File: src/rtl/alu_armv4_pkg.sv
// Shared definitions for the ARMv4 ALU path: condition codes, flag bit
// positions, ALU opcodes and the condition evaluation helper.
package alu_armv4_pkg;

    localparam int DEPTH = 2;

    typedef enum logic [3:0] {
        EQ = 4'h0, NE = 4'h1, CS = 4'h2, CC = 4'h3,
        MI = 4'h4, PL = 4'h5, VS = 4'h6, VC = 4'h7,
        HI = 4'h8, LS = 4'h9, GE = 4'hA, LT = 4'hB,
        GT = 4'hC, LE = 4'hD, AL = 4'hE, NV = 4'hF
    } cond_e;

    localparam int N = 3;
    localparam int Z = 2;
    localparam int C = 1;
    localparam int V = 0;

    localparam logic [1:0] ALU_ADD = 2'b00;
    localparam logic [1:0] ALU_SUB = 2'b01;
    localparam logic [1:0] ALU_AND = 2'b10;
    localparam logic [1:0] ALU_OR  = 2'b11;

    // NV is architecturally unpredictable on ARMv4; it is treated as never.
    function automatic logic cond_pass(input logic [3:0] cond, input logic [3:0] flags);
        logic p;
        p = 1'b0;
        case (cond_e'(cond))
            EQ: p = flags[Z];
            NE: p = !flags[Z];
            CS: p = flags[C];
            CC: p = !flags[C];
            MI: p = flags[N];
            PL: p = !flags[N];
            VS: p = flags[V];
            VC: p = !flags[V];
            HI: p = flags[C] & !flags[Z];
            LS: p = !flags[C] | flags[Z];
            GE: p = (flags[N] == flags[V]);
            LT: p = (flags[N] != flags[V]);
            GT: p = !flags[Z] & (flags[N] == flags[V]);
            LE: p = flags[Z] | (flags[N] != flags[V]);
            AL: p = 1'b1;
            default: p = 1'b0;
        endcase
        return p;
    endfunction

endpackage

File: src/rtl/alu_cond_wb_stage_if.sv
// Bundle between the ALU, the condition/writeback stage and the register file.
interface alu_cond_wb_stage_if;
    logic        in_valid;
    logic        in_ready;
    logic [31:0] out;
    logic        nf;
    logic        zf;
    logic        cf;
    logic        vf;
    logic [3:0]  cond;
    logic        s_bit;
    logic        wb_en;
    logic [3:0]  rd;
    logic        wb_valid;
    logic        wb_ready;
    logic [31:0] wb_data;
    logic [3:0]  wb_rd;
    logic [3:0]  flags;
    logic [7:0]  skip_cnt;

    modport master (
        output in_valid, out, nf, zf, cf, vf, cond, s_bit, wb_en, rd, wb_ready,
        input  in_ready, wb_valid, wb_data, wb_rd, flags, skip_cnt
    );

    modport slave (
        input  in_valid, out, nf, zf, cf, vf, cond, s_bit, wb_en, rd, wb_ready,
        output in_ready, wb_valid, wb_data, wb_rd, flags, skip_cnt
    );
endinterface

File: src/rtl/alu_cond_wb_stage_fifo2.sv
// Two-entry {rd, data} writeback buffer with a registered head that reads
// as zero whenever the buffer is empty.
module alu_wb_fifo2
    import alu_armv4_pkg::*;
(
    input  logic        clk,
    input  logic        rst,
    input  logic        push,
    input  logic [3:0]  push_rd,
    input  logic [31:0] push_data,
    input  logic        pop,
    output logic        full,
    output logic        empty,
    output logic [3:0]  head_rd,
    output logic [31:0] head_data
);

    logic [35:0] mem [DEPTH];
    logic        wr_ptr;
    logic        rd_ptr;
    logic [1:0]  count;
    logic        do_push;
    logic        do_pop;

    assign full    = (count == 2'(DEPTH));
    assign empty   = (count == 2'd0);
    assign do_push = push & !full;
    assign do_pop  = pop & !empty;

    always_ff @(posedge clk or posedge rst) begin
        if (rst) begin
            wr_ptr <= 1'b0;
            rd_ptr <= 1'b0;
            count  <= 2'd0;
            for (int i = 0; i < DEPTH; i++) mem[i] <= '0;
        end else begin
            if (do_push) begin
                mem[wr_ptr] <= {push_rd, push_data};
                wr_ptr      <= ~wr_ptr;
            end
            if (do_pop) rd_ptr <= ~rd_ptr;
            // Push and pop together leave occupancy unchanged.
            case ({do_push, do_pop})
                2'b10:   count <= count + 2'd1;
                2'b01:   count <= count - 2'd1;
                default: count <= count;
            endcase
        end
    end

    assign {head_rd, head_data} = empty ? 36'd0 : mem[rd_ptr];

endmodule

File: src/rtl/alu_cond_wb_stage.sv
// Condition-evaluation and writeback stage: holds the architectural NZCV
// register and skip counter, and queues passing writebacks to the register file.
module alu_cond_wb_stage
    import alu_armv4_pkg::*;
(
    input  logic                clk,
    input  logic                rst,
    alu_cond_wb_stage_if.slave  bus
);

    logic [3:0] flags_q;
    logic [7:0] skip_q;
    logic       full;
    logic       empty;
    logic       pass;
    logic       accept;
    logic       push;
    logic       pop;

    // Condition uses the committed flags so a dependent instruction one cycle
    // later sees exactly what the previous one wrote.
    assign pass   = cond_pass(bus.cond, flags_q);
    assign accept = bus.in_valid & !full;
    assign push   = accept & pass & bus.wb_en;
    assign pop    = !empty & bus.wb_ready;

    always_ff @(posedge clk or posedge rst) begin
        if (rst) begin
            flags_q <= 4'b0000;
            skip_q  <= 8'd0;
        end else if (accept) begin
            if (!pass)
                skip_q <= skip_q + 8'd1;
            else if (bus.s_bit)
                flags_q <= {bus.nf, bus.zf, bus.cf, bus.vf};
        end
    end

    alu_wb_fifo2 u_fifo (
        .clk       (clk),
        .rst       (rst),
        .push      (push),
        .push_rd   (bus.rd),
        .push_data (bus.out),
        .pop       (pop),
        .full      (full),
        .empty     (empty),
        .head_rd   (bus.wb_rd),
        .head_data (bus.wb_data)
    );

    assign bus.in_ready = !full;
    assign bus.wb_valid = !empty;
    assign bus.flags    = flags_q;
    assign bus.skip_cnt = skip_q;

endmodule

File: src/flat_wrapper.sv
// flat-port wrapper written by rule: the top's interface ports become plain ports
module alu_cond_wb_stage_flat import alu_armv4_pkg::*;
  (clk, rst, bus_in_valid, bus_out, bus_nf, bus_zf, bus_cf, bus_vf, bus_cond, bus_s_bit, bus_wb_en, bus_rd, bus_wb_ready, bus_in_ready, bus_wb_valid, bus_wb_data, bus_wb_rd, bus_flags, bus_skip_cnt);
  alu_cond_wb_stage_if bus_i ();
  input  logic clk;
  input  logic rst;
  input wire logic [$bits(bus_i.in_valid)-1:0] bus_in_valid;
  input wire logic [$bits(bus_i.out)-1:0] bus_out;
  input wire logic [$bits(bus_i.nf)-1:0] bus_nf;
  input wire logic [$bits(bus_i.zf)-1:0] bus_zf;
  input wire logic [$bits(bus_i.cf)-1:0] bus_cf;
  input wire logic [$bits(bus_i.vf)-1:0] bus_vf;
  input wire logic [$bits(bus_i.cond)-1:0] bus_cond;
  input wire logic [$bits(bus_i.s_bit)-1:0] bus_s_bit;
  input wire logic [$bits(bus_i.wb_en)-1:0] bus_wb_en;
  input wire logic [$bits(bus_i.rd)-1:0] bus_rd;
  input wire logic [$bits(bus_i.wb_ready)-1:0] bus_wb_ready;
  output wire logic [$bits(bus_i.in_ready)-1:0] bus_in_ready;
  output wire logic [$bits(bus_i.wb_valid)-1:0] bus_wb_valid;
  output wire logic [$bits(bus_i.wb_data)-1:0] bus_wb_data;
  output wire logic [$bits(bus_i.wb_rd)-1:0] bus_wb_rd;
  output wire logic [$bits(bus_i.flags)-1:0] bus_flags;
  output wire logic [$bits(bus_i.skip_cnt)-1:0] bus_skip_cnt;
  assign bus_i.in_valid = bus_in_valid;
  assign bus_i.out = bus_out;
  assign bus_i.nf = bus_nf;
  assign bus_i.zf = bus_zf;
  assign bus_i.cf = bus_cf;
  assign bus_i.vf = bus_vf;
  assign bus_i.cond = bus_cond;
  assign bus_i.s_bit = bus_s_bit;
  assign bus_i.wb_en = bus_wb_en;
  assign bus_i.rd = bus_rd;
  assign bus_i.wb_ready = bus_wb_ready;
  assign bus_in_ready = bus_i.in_ready;
  assign bus_wb_valid = bus_i.wb_valid;
  assign bus_wb_data = bus_i.wb_data;
  assign bus_wb_rd = bus_i.wb_rd;
  assign bus_flags = bus_i.flags;
  assign bus_skip_cnt = bus_i.skip_cnt;
  alu_cond_wb_stage u_core (.clk(clk), .rst(rst), .bus(bus_i));
endmodule
File: config.mk
export PLATFORM = sky130hd
export DESIGN_NAME = alu_cond_wb_stage_flat
export DESIGN_NICKNAME = d
export VERILOG_FILES = /design/src/rtl/alu_armv4_pkg.sv /design/src/rtl/alu_cond_wb_stage_if.sv /design/src/rtl/alu_cond_wb_stage_fifo2.sv /design/src/rtl/alu_cond_wb_stage.sv /design/src/flat_wrapper.sv
export SDC_FILE = /design/constraint.sdc
export NUM_CORES = 1
export LEC_CHECK = 0
export BUFFER_PORTS_ARGS = -buffer_cell sky130_fd_sc_hd__buf_4
export CELL_PAD_IN_SITES_DETAIL_PLACEMENT = 1
export CELL_PAD_IN_SITES_GLOBAL_PLACEMENT = 1
export CORE_ASPECT_RATIO = 0.75
export CORE_MARGIN = 4
export CORE_UTILIZATION = 30
export DETAILED_ROUTE_END_ITERATION = 6
export PLACE_DENSITY_LB_ADDON = 0.2
export SLEW_MARGIN = 15
export SYNTH_ARGS = -nofsm -noshare
export SYNTH_HDL_FRONTEND = slang
export SYNTH_HIERARCHICAL = 1
export SYNTH_SLANG_ARGS = --single-unit
File: constraint.sdc
create_clock -name clk -period 5.9 [get_ports clk]
set_clock_uncertainty 0.05 [all_clocks]
set_input_delay 0.295 -clock clk [delete_from_list [all_inputs] [get_ports clk]]
set_output_delay 0.295 -clock clk [all_outputs]
set_load 0.03 [all_outputs]
==> qor.txt, run 1 <==
Post-Route WL: 10300 microns
Post-synth EDFFs: 0
switching part of the total power: 40.8%
final core utilization: 38.6%
worst reg2reg endpoint: u_core/u_fifo/mem[68]$_DFFE_PP0P_
number of buffer cells added on primary ports: 99
global-route met1 utilization: 17.7%
required time at the endpoint of the critical path: 6.06 ns
met3 Use GR: 3.60%
capturing element type of the critical path: register
total clock buffers created by CTS: 9
FP Rows: 38
delay-heaviest family, CP: simple AND/OR/NAND/NOR gates
fraction of layout cells with a size suffix above 1: 47.6%
Netlist Area Pre-Place: 4520 sq um
proportion of synthesized flip-flops having asynchronous set or reset: 100%
Hold WC Path Type: in2reg
DRC errors left: 0
final antenna-violating net count: 0
clock transition at the registers of the reported paths: 0.06 ns
cell area reported after detailed placement: 5350 sq um
Overall Power: 0.00345 W
Worst Setup SP: u_core/bus.flags[3]$_DFFE_PP0P_
pin count of the biggest net entering global routing: 77
final std cell area, no fill: 5640 sq um
routed length per instance: 16.4 microns
final hold violation count: 0
post-synthesis area per instance: 13.7 sq um
total die area: 17100 sq um
leading cell type by number of instances after synthesis: sky130_fd_sc_hd__dfrtp_1
area of the core: 14600 sq um
global-route usage over all layers: 12.3%
fill cell instance count of the final layout: 1576
power spent charging and discharging nets: 0.00141 W
reported max-cap violation count: 0
worst rel slew slack: 27.6%
Fmax achieved: 0.281 GHz
Slew @ Worst Pin: 1.08 ns
worst-path cell chain: xnor2_1 -> mux2i_1 -> o311ai_2 -> nand3_4 -> and3_1 -> nand3b_1 -> buf_4 -> mux2_2
shortest period the worst path allows: 3.56 ns
part of the power in combinational logic: 52.7%
effective utilization at floorplan: 31.0%
Setup Total Neg Slack: 0 ns
height of the chip: 114 microns
vias per std cell: 4.46
GR met2 Demand/Resource: 18.6%
total iterations of the first detailed-routing run: 4
Clock Tree Buf Depth: 2
number of cell instances on the worst register-to-register path: 8
max-slew violations: 0
later-pin clock latency in the skew report: 0.33 ns
internal power: 0.00205 W
P&R area growth vs syn: 24.7%
die boundary width: 150 microns
count of cell instances traversed by the critical path: 8
sequential-to-total area share from yosys stat: 48.7%
total area of multi-input combinational cells: 2100 sq um
post_cts resized: 0
CP Capture Point: u_core/u_fifo/mem[68]$_DFFE_PP0P_
worst-path maximum fanout: 22
gp weighted congestion: 0.740
Synth Instances: 329
via count: 2805
most used flip-flop cell after synthesis: sky130_fd_sc_hd__dfrtp_1
reg-to-reg startpoint: u_core/bus.flags[3]$_DFFE_PP0P_
flops & latches, synth: 88
RSZ-0062 raised after global routing: no
remaining global-route overflow: 0
post-place setup slack: 2.33 ns
startpoint types: register
number of buffers and inverters on the critical path: 1
critical path data arrival time: 3.72 ns
share of the synthesized area in the top cell type: 48.7%
buffer cell driving the clock tree root: sky130_fd_sc_hd__clkbuf_16
most used routing layer in global routing: met2
Crit Path Category: reg2reg
register-to-register path setup slack: 2.34 ns
ant diodes: 0
IO Pins: 100
fraction of power consumed by sequential logic: 31.7%
power share of the clock group: 15.6%
leakage power: 2.82 nW
Final Worst Setup Slack: 2.34 ns
HPWL Detailed: 6940 microns
number of warning messages in the yosys log: 6
H-tree levels: 3
storage element area: 2200 sq um
TritonCTS clock tree: done
highest-delay cell along the critical path: sky130_fd_sc_hd__nand3b_1
Initial DRC Count: 74
Synth area leaders: sky130_fd_sc_hd__dfrtp_1 (49%), sky130_fd_sc_hd__mux2_4 (20%), sky130_fd_sc_hd__mux2i_1 (8.2%), sky130_fd_sc_hd__mux2_2 (4.0%), sky130_fd_sc_hd__nor2_1 (3.6%)
number of antenna violations at the first check in global routing: 0
run status: complete, no violations
total of endpoints with negative setup slack in the final report: 0
library cell occupying the most area in the post-synthesis netlist: sky130_fd_sc_hd__dfrtp_1
vias in the first global route: 3103
worst vdd rail ir drop: 0.000266 V
list of most frequent post-synthesis cells: sky130_fd_sc_hd__dfrtp_1 (88), sky130_fd_sc_hd__mux2_4 (60), sky130_fd_sc_hd__nor2_1 (43)
net count after synthesis: 381
first-pass GRT wire length: 16600 microns
final period utilization: 60.3%
TritonCTS Sinks: 88
number of distinct standard cells referenced by the synthesized netlist: 36
P per Cell Area: 612 nW/um^2
layout net count: 476
slowest cell delay on critical path: 0.80 ns
-- worst min path at each step --
| stage | slack [ns] | startpoint | end | cells after the start |
|---|---|---|---|---|
| 2_1_floorplan | 0.11 | rst | u_core/bus.flags[0]$_DFFE_PP0P_ | 1 |
| 3_3_place_gp | 0.34 | rst | u_core/bus.flags[2]$_DFFE_PP0P_ | 2 |
| 3_5_place_dp | 0.35 | rst | u_core/bus.flags[2]$_DFFE_PP0P_ | 2 |
| 4_1_cts | 0.13 | bus_vf | u_core/bus.flags[0]$_DFFE_PP0P_ | 2 |
| 5_1_grt | 0.13 | bus_out[15] | u_core/u_fifo/mem[15]$_DFFE_PP0P_ | 2 |
| 6_report | 0.14 | bus_vf | u_core/bus.flags[0]$_DFFE_PP0P_ | 2 |
-- final cells by class --
cell class	instances	area share, %
sequential	88	39.1
timing repair buffer	103	13.8
clock inverter	6	0.776
clock buffer	10	4.24
tap	200	4.44
inverter	7	0.488
multi-input combinational	215	37.2
-- flip-flops by register name, indices dropped and copies added (netlist names) --
signal,flops
u_core/u_fifo/mem,72
u_core/bus.skip_cnt,8
u_core/u_fifo/wr_ptr,1
u_core/u_fifo/count,2
u_core/bus.flags,4
u_core/u_fifo/rd_ptr,1
-- stage by stage --
stage	cells	hold slack, ns
4_1_cts	629	0.132
3_3_place_gp	612	0.338
5_1_grt	629	0.134
3_5_place_dp	612	0.345
6_report	629	0.143
2_1_floorplan	329	0.110
-- cell usage in the layout, fill, tap and decap left out, types with 4 or more instances in the layout --
cell	count
sky130_fd_sc_hd__mux2_2	16
sky130_fd_sc_hd__xor2_1	12
sky130_fd_sc_hd__mux2i_1	37
sky130_fd_sc_hd__nand2_1	5
sky130_fd_sc_hd__xnor2_1	4
sky130_fd_sc_hd__mux2_4	60
sky130_fd_sc_hd__buf_4	102
sky130_fd_sc_hd__clkbuf_16	9
sky130_fd_sc_hd__inv_1	6
sky130_fd_sc_hd__dfrtp_1	87
sky130_fd_sc_hd__nand3_1	6
sky130_fd_sc_hd__nor3_1	6
sky130_fd_sc_hd__nor2_1	42
-- cells by family (layout without fill, tap and decap cells) --
family          after synthesis  count (layout)  share of synthesized area (%)
simple gates                 75              75                           8.44
fa+ha+maj                     2               2                          0.553
xor+xnor                     16              16                           3.10
buf+inv                      26             126                           5.01
mux                         114             114                           32.3
flops                        88              88                           48.7
compound gates                8               8                           1.85
-- what timing repair did --
item / in CTS / in global routing
hold buffers: 1 / 0
endpoints found under the hold margin: 12 / 0
buffers inserted: 0 / 0
-- power groups by stage --
stage | clock, W | combinational (W) | sequential (W)
2_1_floorplan | 0 | 0.00129 | 0.00110
3_3_place_gp | 0 | 0.00183 | 0.00109
3_5_place_dp | 0 | 0.00185 | 0.00110
4_1_cts | 0.000560 | 0.00186 | 0.00110
5_1_grt | 0.000589 | 0.00196 | 0.00114
6_report | 0.000540 | 0.00182 | 0.00109
-- per-layer routing --
metal  wire, microns  up-vias
li1                -     1330
met1            5200     1402
met2            4480       67
met3             566        6
met4              57        0
met5               0        -
(Power assumes the default switching activity.)
==> run 2, diff against run 1 <==
clock period = 3.13 ns   (was 5.9 ns; I/O delays follow)
==> run 2 against run 1 <==
Compared with the run above:
- via count is 2.5% higher
- design area is 2.1% higher
- critical endpoint unchanged
- sequential power is 94% higher
- largest cell class unchanged
- register-to-register slack worse by 1.9 ns
- die area stayed put
- total power is 90% higher
- largest power group unchanged
- combinational power is 88% higher
- routed wire length is 1.6% higher
- setup slack worse by 1.9 ns
==> qor.txt, run 2 (same netlist as run 1, synthesis figures left out) <==
highest-delay cell along the critical path: sky130_fd_sc_hd__dfrtp_1 (was sky130_fd_sc_hd__nand3b_1)
power share of the clock group: 15.4% (was 15.6%)
capturing element type of the critical path: register (unchanged)
buffer cell driving the clock tree root: sky130_fd_sc_hd__clkbuf_16 (unchanged)
worst vdd rail ir drop: 0.000384 V (was 0.000266 V)
via count: 2874 (was 2805)
leading cell types in the layout, fill and taps excluded: sky130_fd_sc_hd__buf_4 (106), sky130_fd_sc_hd__dfrtp_1 (87), sky130_fd_sc_hd__mux2_4 (60) (was sky130_fd_sc_hd__buf_4 (102), sky130_fd_sc_hd__dfrtp_1 (87), sky130_fd_sc_hd__mux2_4 (60))
worst-path maximum fanout: 36 (was 22)
worst-path cell chain: xnor2_1 -> mux2i_1 -> o311ai_2 -> nand3_4 -> and3_1 -> nand3b_1 -> buf_12 -> mux2_2 (was xnor2_1 -> mux2i_1 -> o311ai_2 -> nand3_4 -> and3_1 -> nand3b_1 -> buf_4 -> mux2_2)
Crit Path Category: reg2reg (unchanged)
fraction of power consumed by sequential logic: 32.3% (was 31.7%)
met3 Use GR: 3.88% (was 3.60%)
clock transition at the registers of the reported paths: 0.07 ns (was 0.06 ns)
number of antenna violations at the first check in global routing: 0 (unchanged)
number of flip-flops in the largest register: 72 (unchanged)
Worst Setup SP: u_core/bus.flags[3]$_DFFE_PP0P_ (unchanged)
global-route usage over all layers: 12.7% (was 12.3%)
required time at the endpoint of the critical path: 3.29 ns (was 6.06 ns)
DRC errors left: 0 (unchanged)
total die area: 17100 sq um (unchanged)
most used routing layer in global routing: met2 (unchanged)
pin count of the biggest net entering global routing: 37 (was 77)
Setup Buffers After CTS: 0 (unchanged)
Fmax achieved: 0.377 GHz (was 0.281 GHz)
Final Worst Setup Slack: 0.479 ns (was 2.34 ns)
IO Pins: 100 (unchanged)
total iterations of the first detailed-routing run: 4 (unchanged)
leakage power: 2.87 nW (was 2.82 nW)
final antenna-violating net count: 0 (unchanged)
fill cell instance count of the final layout: 1595 (was 1576)
FP Rows: 38 (unchanged)
area of the core: 14600 sq um (unchanged)
H-tree levels: 3 (unchanged)
height of the chip: 114 microns (unchanged)
reg-to-reg startpoint: u_core/bus.flags[3]$_DFFE_PP0P_ (unchanged)
total area of multi-input combinational cells: 2100 sq um (unchanged)
Post-Route WL: 10500 microns (was 10300 microns)
switching part of the total power: 40.7% (was 40.8%)
Hold WC Path Type: in2reg (unchanged)
HPWL Detailed: 7400 microns (was 6940 microns)
shortest period the worst path allows: 2.65 ns (was 3.56 ns)
effective utilization at floorplan: 31.0% (unchanged)
most common library cell in the layout ignoring fill and taps: sky130_fd_sc_hd__buf_4 (unchanged)
number of cell instances on the worst register-to-register path: 8 (unchanged)
Slew @ Worst Pin: 0.682 ns (was 1.08 ns)
post_cts resized: 0 (unchanged)
final std cell area, no fill: 5760 sq um (was 5640 sq um)
worst reg2reg endpoint: u_core/u_fifo/mem[68]$_DFFE_PP0P_ (unchanged)
startpoint types: register (unchanged)
ant diodes: 0 (unchanged)
max-slew violations: 0 (unchanged)
vias in the first global route: 3220 (was 3103)
total clock buffers created by CTS: 9 (unchanged)
later-pin clock latency in the skew report: 0.33 ns (about the same)
power spent charging and discharging nets: 0.00267 W (was 0.00141 W)
total of endpoints with negative setup slack in the final report: 0 (unchanged)
worst rel slew slack: 54.5% (was 27.6%)
register-to-register path setup slack: 0.48 ns (was 2.34 ns)
final core utilization: 39.5% (was 38.6%)
layout net count: 487 (was 476)
TritonCTS clock tree: done (unchanged)
RSZ-0062 raised after global routing: no (unchanged)
count of hold-fix buffers inserted at cts: 4 (was 1)
global-route met1 utilization: 17.6% (was 17.7%)
P per Cell Area: 1140 nW/um^2 (was 612 nW/um^2)
gp weighted congestion: 0.752 (was 0.740)
post-place setup slack: 0.508 ns (was 2.33 ns)
Setup Total Neg Slack: 0 ns (unchanged)
final hold violation count: 0 (unchanged)
GR met2 Demand/Resource: 20.3% (was 18.6%)
Clock Tree Buf Depth: 2 (unchanged)
cell area reported after detailed placement: 5420 sq um (was 5350 sq um)
routed length per instance: 16.4 microns (about the same)
final period utilization: 84.7% (was 60.3%)
run status: complete, no violations (unchanged)
die boundary width: 150 microns (unchanged)
Initial DRC Count: 103 (was 74)
number of buffer cells added on primary ports: 99 (unchanged)
internal power: 0.00389 W (was 0.00205 W)
hold_ws: 0.0160 ns (was 0.143 ns)
part of the power in combinational logic: 52.3% (was 52.7%)
hold-critical path depth: 2 (unchanged)
TritonCTS Sinks: 88 (unchanged)
reported max-cap violation count: 0 (unchanged)
P&R area growth vs syn: 27.4% (was 24.7%)
remaining global-route overflow: 0 (unchanged)
critical path data arrival time: 2.81 ns (was 3.72 ns)
Worst Hold End: u_core/u_fifo/mem[22]$_DFFE_PP0P_ (was u_core/bus.flags[0]$_DFFE_PP0P_)
storage element area: 2200 sq um (unchanged)
register with the most flip-flops: u_core/u_fifo/mem (unchanged)
fraction of layout cells with a size suffix above 1: 47.5% (was 47.6%)
first-pass GRT wire length: 17400 microns (was 16600 microns)
start point of the worst min-delay path: bus_out[22] (was bus_vf)
slowest cell delay on critical path: 0.45 ns (was 0.80 ns)
vias per std cell: 4.49 (was 4.46)
run 2: how the worst max path moves through the flow:
stage                                        end  slack [ns]  cells past startpoint
2_1_floorplan   u_core/u_fifo/mem[0]$_DFFE_PP0P_        0.57                      9
3_3_place_gp   u_core/u_fifo/mem[69]$_DFFE_PP0P_        0.57                      8
3_5_place_dp   u_core/u_fifo/mem[68]$_DFFE_PP0P_        0.51                      8
4_1_cts        u_core/u_fifo/mem[68]$_DFFE_PP0P_        0.47                      8
5_1_grt        u_core/u_fifo/mem[68]$_DFFE_PP0P_        0.34                      8
6_report       u_core/u_fifo/mem[68]$_DFFE_PP0P_        0.48                      8
run 2: power groups by stage:
stage	clock network [W]	registers [W]	logic (W)
2_1_floorplan	0	0.00207	0.00243
3_3_place_gp	0	0.00211	0.00344
3_5_place_dp	0	0.00214	0.00348
4_1_cts	0.00106	0.00213	0.00349
5_1_grt	0.00111	0.00220	0.00368
6_report	0.00101	0.00212	0.00343
run 2: layer usage:
| layer | vias up | part of all wire (%) |
|---|---|---|
| li1 | 1347 | - |
| met1 | 1455 | 49 |
| met2 | 65 | 45 |
| met3 | 7 | 5.2 |
| met4 | 0 | 0.58 |
| met5 | - | 0 |
run 2: final cells by class:
| cell class | instances | share of cell area (%) |
|---|---|---|
| clock inverter | 5 | 0.695 |
| timing repair buffer | 114 | 15.6 |
| sequential | 88 | 38.2 |
| inverter | 7 | 0.478 |
| clock buffer | 11 | 4.21 |
| multi-input combinational | 215 | 36.5 |
| tap | 200 | 4.34 |
run 2: critical path, delay by kind of cell, from the launching register on:
kind	cells	cell delay, ns
AOI/OAI and AO/OA	1	0.40
buffers and inverters	1	0.29
and+or+nand+nor	3	0.59
DFF	1	0.45
xor gates and xnor gates	1	0.23
muxes	2	0.49
run 2: metrics by stage:
stage	std cells	power, W
floorplan	329	0.00450
global placement	618	0.00555
detailed placement	618	0.00562
CTS	638	0.00667
global route	640	0.00700
finish	640	0.00656
==> run 3, diff against run 2 <==
clock period = 2.64 ns   (was 3.13 ns; I/O delays follow)
==> run 3 against run 2 <==
Compared with the run above:
- hold slack better by 0.20 ns
- register-to-register slack worse by 0.34 ns
- utilization is 2.8 points higher
- sequential power is 17% higher
- design area is 7.2% higher
- sequential share of layout area is 2.6 points lower
- first-iteration DRC count is 25% higher
- non-clock buffer count is 34 higher
- via count is 4.1% higher
- setup slack worse by 0.34 ns
- total power is 22% higher
- sequential cell count stayed put
- largest cell class unchanged
==> qor.txt, run 3 (same netlist as run 1, synthesis figures left out) <==
worst-path maximum fanout: 13 (was 36)
register with the most flip-flops: u_core/u_fifo/mem (unchanged)
RSZ-0062 raised after global routing: no (unchanged)
buffer cell driving the clock tree root: sky130_fd_sc_hd__clkbuf_16 (unchanged)
Hold WC Path Type: in2reg (unchanged)
P per Cell Area: 1290 nW/um^2 (was 1140 nW/um^2)
Clock Tree Buf Depth: 2 (unchanged)
IO Pins: 100 (unchanged)
vias in the first global route: 3420 (was 3220)
required time at the endpoint of the critical path: 2.81 ns (was 3.29 ns)
vias per std cell: 4.44 (was 4.49)
number of antenna violations at the first check in global routing: 0 (unchanged)
clock transition at the registers of the reported paths: 0.07 ns (about the same)
DRC errors left: 0 (unchanged)
routed length per instance: 16.1 microns (was 16.4 microns)
start point of the worst min-delay path: bus_in_valid (was bus_out[22])
ant diodes: 0 (unchanged)
number of flip-flops in the largest register: 72 (unchanged)
shortest period the worst path allows: 2.50 ns (was 2.65 ns)
total of endpoints with negative setup slack in the final report: 0 (unchanged)
Post-Route WL: 10900 microns (was 10500 microns)
effective utilization at floorplan: 31.0% (unchanged)
total die area: 17100 sq um (unchanged)
post-place setup slack: 0.127 ns (was 0.508 ns)
leading cell types in the layout, fill and taps excluded: sky130_fd_sc_hd__buf_4 (102), sky130_fd_sc_hd__dfrtp_1 (87), sky130_fd_sc_hd__mux2_4 (60) (was sky130_fd_sc_hd__buf_4 (106), sky130_fd_sc_hd__dfrtp_1 (87), sky130_fd_sc_hd__mux2_4 (60))
remaining global-route overflow: 0 (unchanged)
die boundary width: 150 microns (unchanged)
layout net count: 521 (was 487)
critical path data arrival time: 2.67 ns (was 2.81 ns)
H-tree levels: 3 (unchanged)
Initial DRC Count: 129 (was 103)
via count: 2991 (was 2874)
number of cell instances on the worst register-to-register path: 8 (unchanged)
final antenna-violating net count: 0 (unchanged)
Worst Setup SP: u_core/bus.flags[3]$_DFFE_PP0P_ (unchanged)
hold-critical path depth: 4 (was 2)
number of non-filler instances in the completed layout: 674 (was 640)
worst reg2reg endpoint: u_core/u_fifo/mem[65]$_DFFE_PP0P_ (was u_core/u_fifo/mem[68]$_DFFE_PP0P_)
TritonCTS Sinks: 88 (unchanged)
register-to-register path setup slack: 0.14 ns (was 0.48 ns)
total iterations of the first detailed-routing run: 4 (unchanged)
final hold violation count: 0 (unchanged)
pin count of the biggest net entering global routing: 77 (was 37)
HPWL Detailed: 7360 microns (was 7400 microns)
Slew @ Worst Pin: 0.555 ns (was 0.682 ns)
run status: complete, no violations (unchanged)
Fmax achieved: 0.400 GHz (was 0.377 GHz)
most common library cell in the layout ignoring fill and taps: sky130_fd_sc_hd__buf_4 (unchanged)
height of the chip: 114 microns (unchanged)
startpoint types: register (unchanged)
first-pass GRT wire length: 18300 microns (was 17400 microns)
capturing element type of the critical path: register (unchanged)
global-route usage over all layers: 13.5% (was 12.7%)
Final Worst Setup Slack: 0.141 ns (was 0.479 ns)
leakage power: 3.05 nW (was 2.87 nW)
Crit Path Category: reg2reg (unchanged)
worst rel slew slack: 63.0% (was 54.5%)
final period utilization: 94.6% (was 84.7%)
number of placed instances, taps included: 617 (was 618)
total clock buffers created by CTS: 9 (unchanged)
gp weighted congestion: 0.730 (was 0.752)
reg-to-reg startpoint: u_core/bus.flags[3]$_DFFE_PP0P_ (unchanged)
worst vdd rail ir drop: 0.000660 V (was 0.000384 V)
number of buffer cells added on primary ports: 99 (unchanged)
area of the core: 14600 sq um (unchanged)
P&R area growth vs syn: 36.6% (was 27.4%)
Setup Buffers After CTS: 0 (unchanged)
max-slew violations: 0 (unchanged)
Worst Hold End: u_core/bus.skip_cnt[3]$_DFFE_PP0P_ (was u_core/u_fifo/mem[22]$_DFFE_PP0P_)
fraction of layout cells with a size suffix above 1: 44.1% (was 47.5%)
later-pin clock latency in the skew report: 0.33 ns (about the same)
Setup Total Neg Slack: 0 ns (unchanged)
TritonCTS clock tree: done (unchanged)
FP Rows: 38 (unchanged)
reported max-cap violation count: 0 (unchanged)
## run 3: changes by cell type in the layout (fill, tap and decap cells not counted), sizes merged
cell / change
dlygate4sd3: +35
clkinvlp: -2
buf: -1
bufinv: +1
clkinv: +1
## run 3: per-layer routing
layer / vias up / track usage, % / wire, microns / part of all wire (%)
met4: 0 / 2.56 / 71 / 0.65
met1: 1505 / 18.8 / 5140 / 47
li1: 1412 / - / - / -
met5: - / 0 / 0 / 0
met3: 6 / 3.64 / 557 / 5.1
met2: 68 / 21.2 / 5100 / 47
## run 3: worst max-delay path, cell delays in order, from the launching register on
cell                       delay [ns]
sky130_fd_sc_hd__dfrtp_1         0.45
sky130_fd_sc_hd__xor2_1          0.19
sky130_fd_sc_hd__a22o_1          0.26
sky130_fd_sc_hd__a211oi_4        0.30
sky130_fd_sc_hd__nand3_4         0.10
sky130_fd_sc_hd__and3_1          0.23
sky130_fd_sc_hd__nand3b_1        0.15
sky130_fd_sc_hd__buf_4           0.29
sky130_fd_sc_hd__mux2_2          0.36
## run 3: worst max-delay path by stage
stage / to / cells past startpoint
floorplan: u_core/u_fifo/mem[0]$_DFFE_PP0P_ / 9
detailed placement: u_core/u_fifo/mem[68]$_DFFE_PP0P_ / 8
CTS: u_core/u_fifo/mem[68]$_DFFE_PP0P_ / 8
global route: u_core/u_fifo/mem[68]$_DFFE_PP0P_ / 8
finish: u_core/u_fifo/mem[65]$_DFFE_PP0P_ / 8
global placement: u_core/u_fifo/mem[65]$_DFFE_PP0P_ / 8
## run 3: final cells by class
class | instances | area [sq um]
fill | 1549 | 8420
timing repair buffer | 148 | 1280
multi-input combinational | 215 | 2100
tap | 200 | 250
clock inverter | 5 | 63.8
clock buffer | 11 | 253
inverter | 7 | 27.5
sequential | 88 | 2200
## run 3: power by group
group	internal [W]	leakage (nW)	switching (W)
Combinational	0.00201	1.82	0.00216
Clock	0.000792	0.152	0.000532
Sequential	0.00199	1.08	0.000502
Total	0.00479	3.05	0.00319
## run 3: stage by stage
stage	utilization (%)	hold slack, ns	total power, W	area [sq um]
after floorplan	-	-0.0533	0.00533	4520
after detailed placement	37.3	0.168	0.00671	5450
after CTS	42.3	0.199	0.00814	6170
after global routing	42.3	0.243	0.00853	6170
after global placement	37.3	0.170	0.00661	5450
final	42.3	0.212	0.00798	6170
## run 3: repair_timing
action                    CTS  global route
hold endpoints to repair  163             0
resized for setup           0             0
hold buffers               41             0
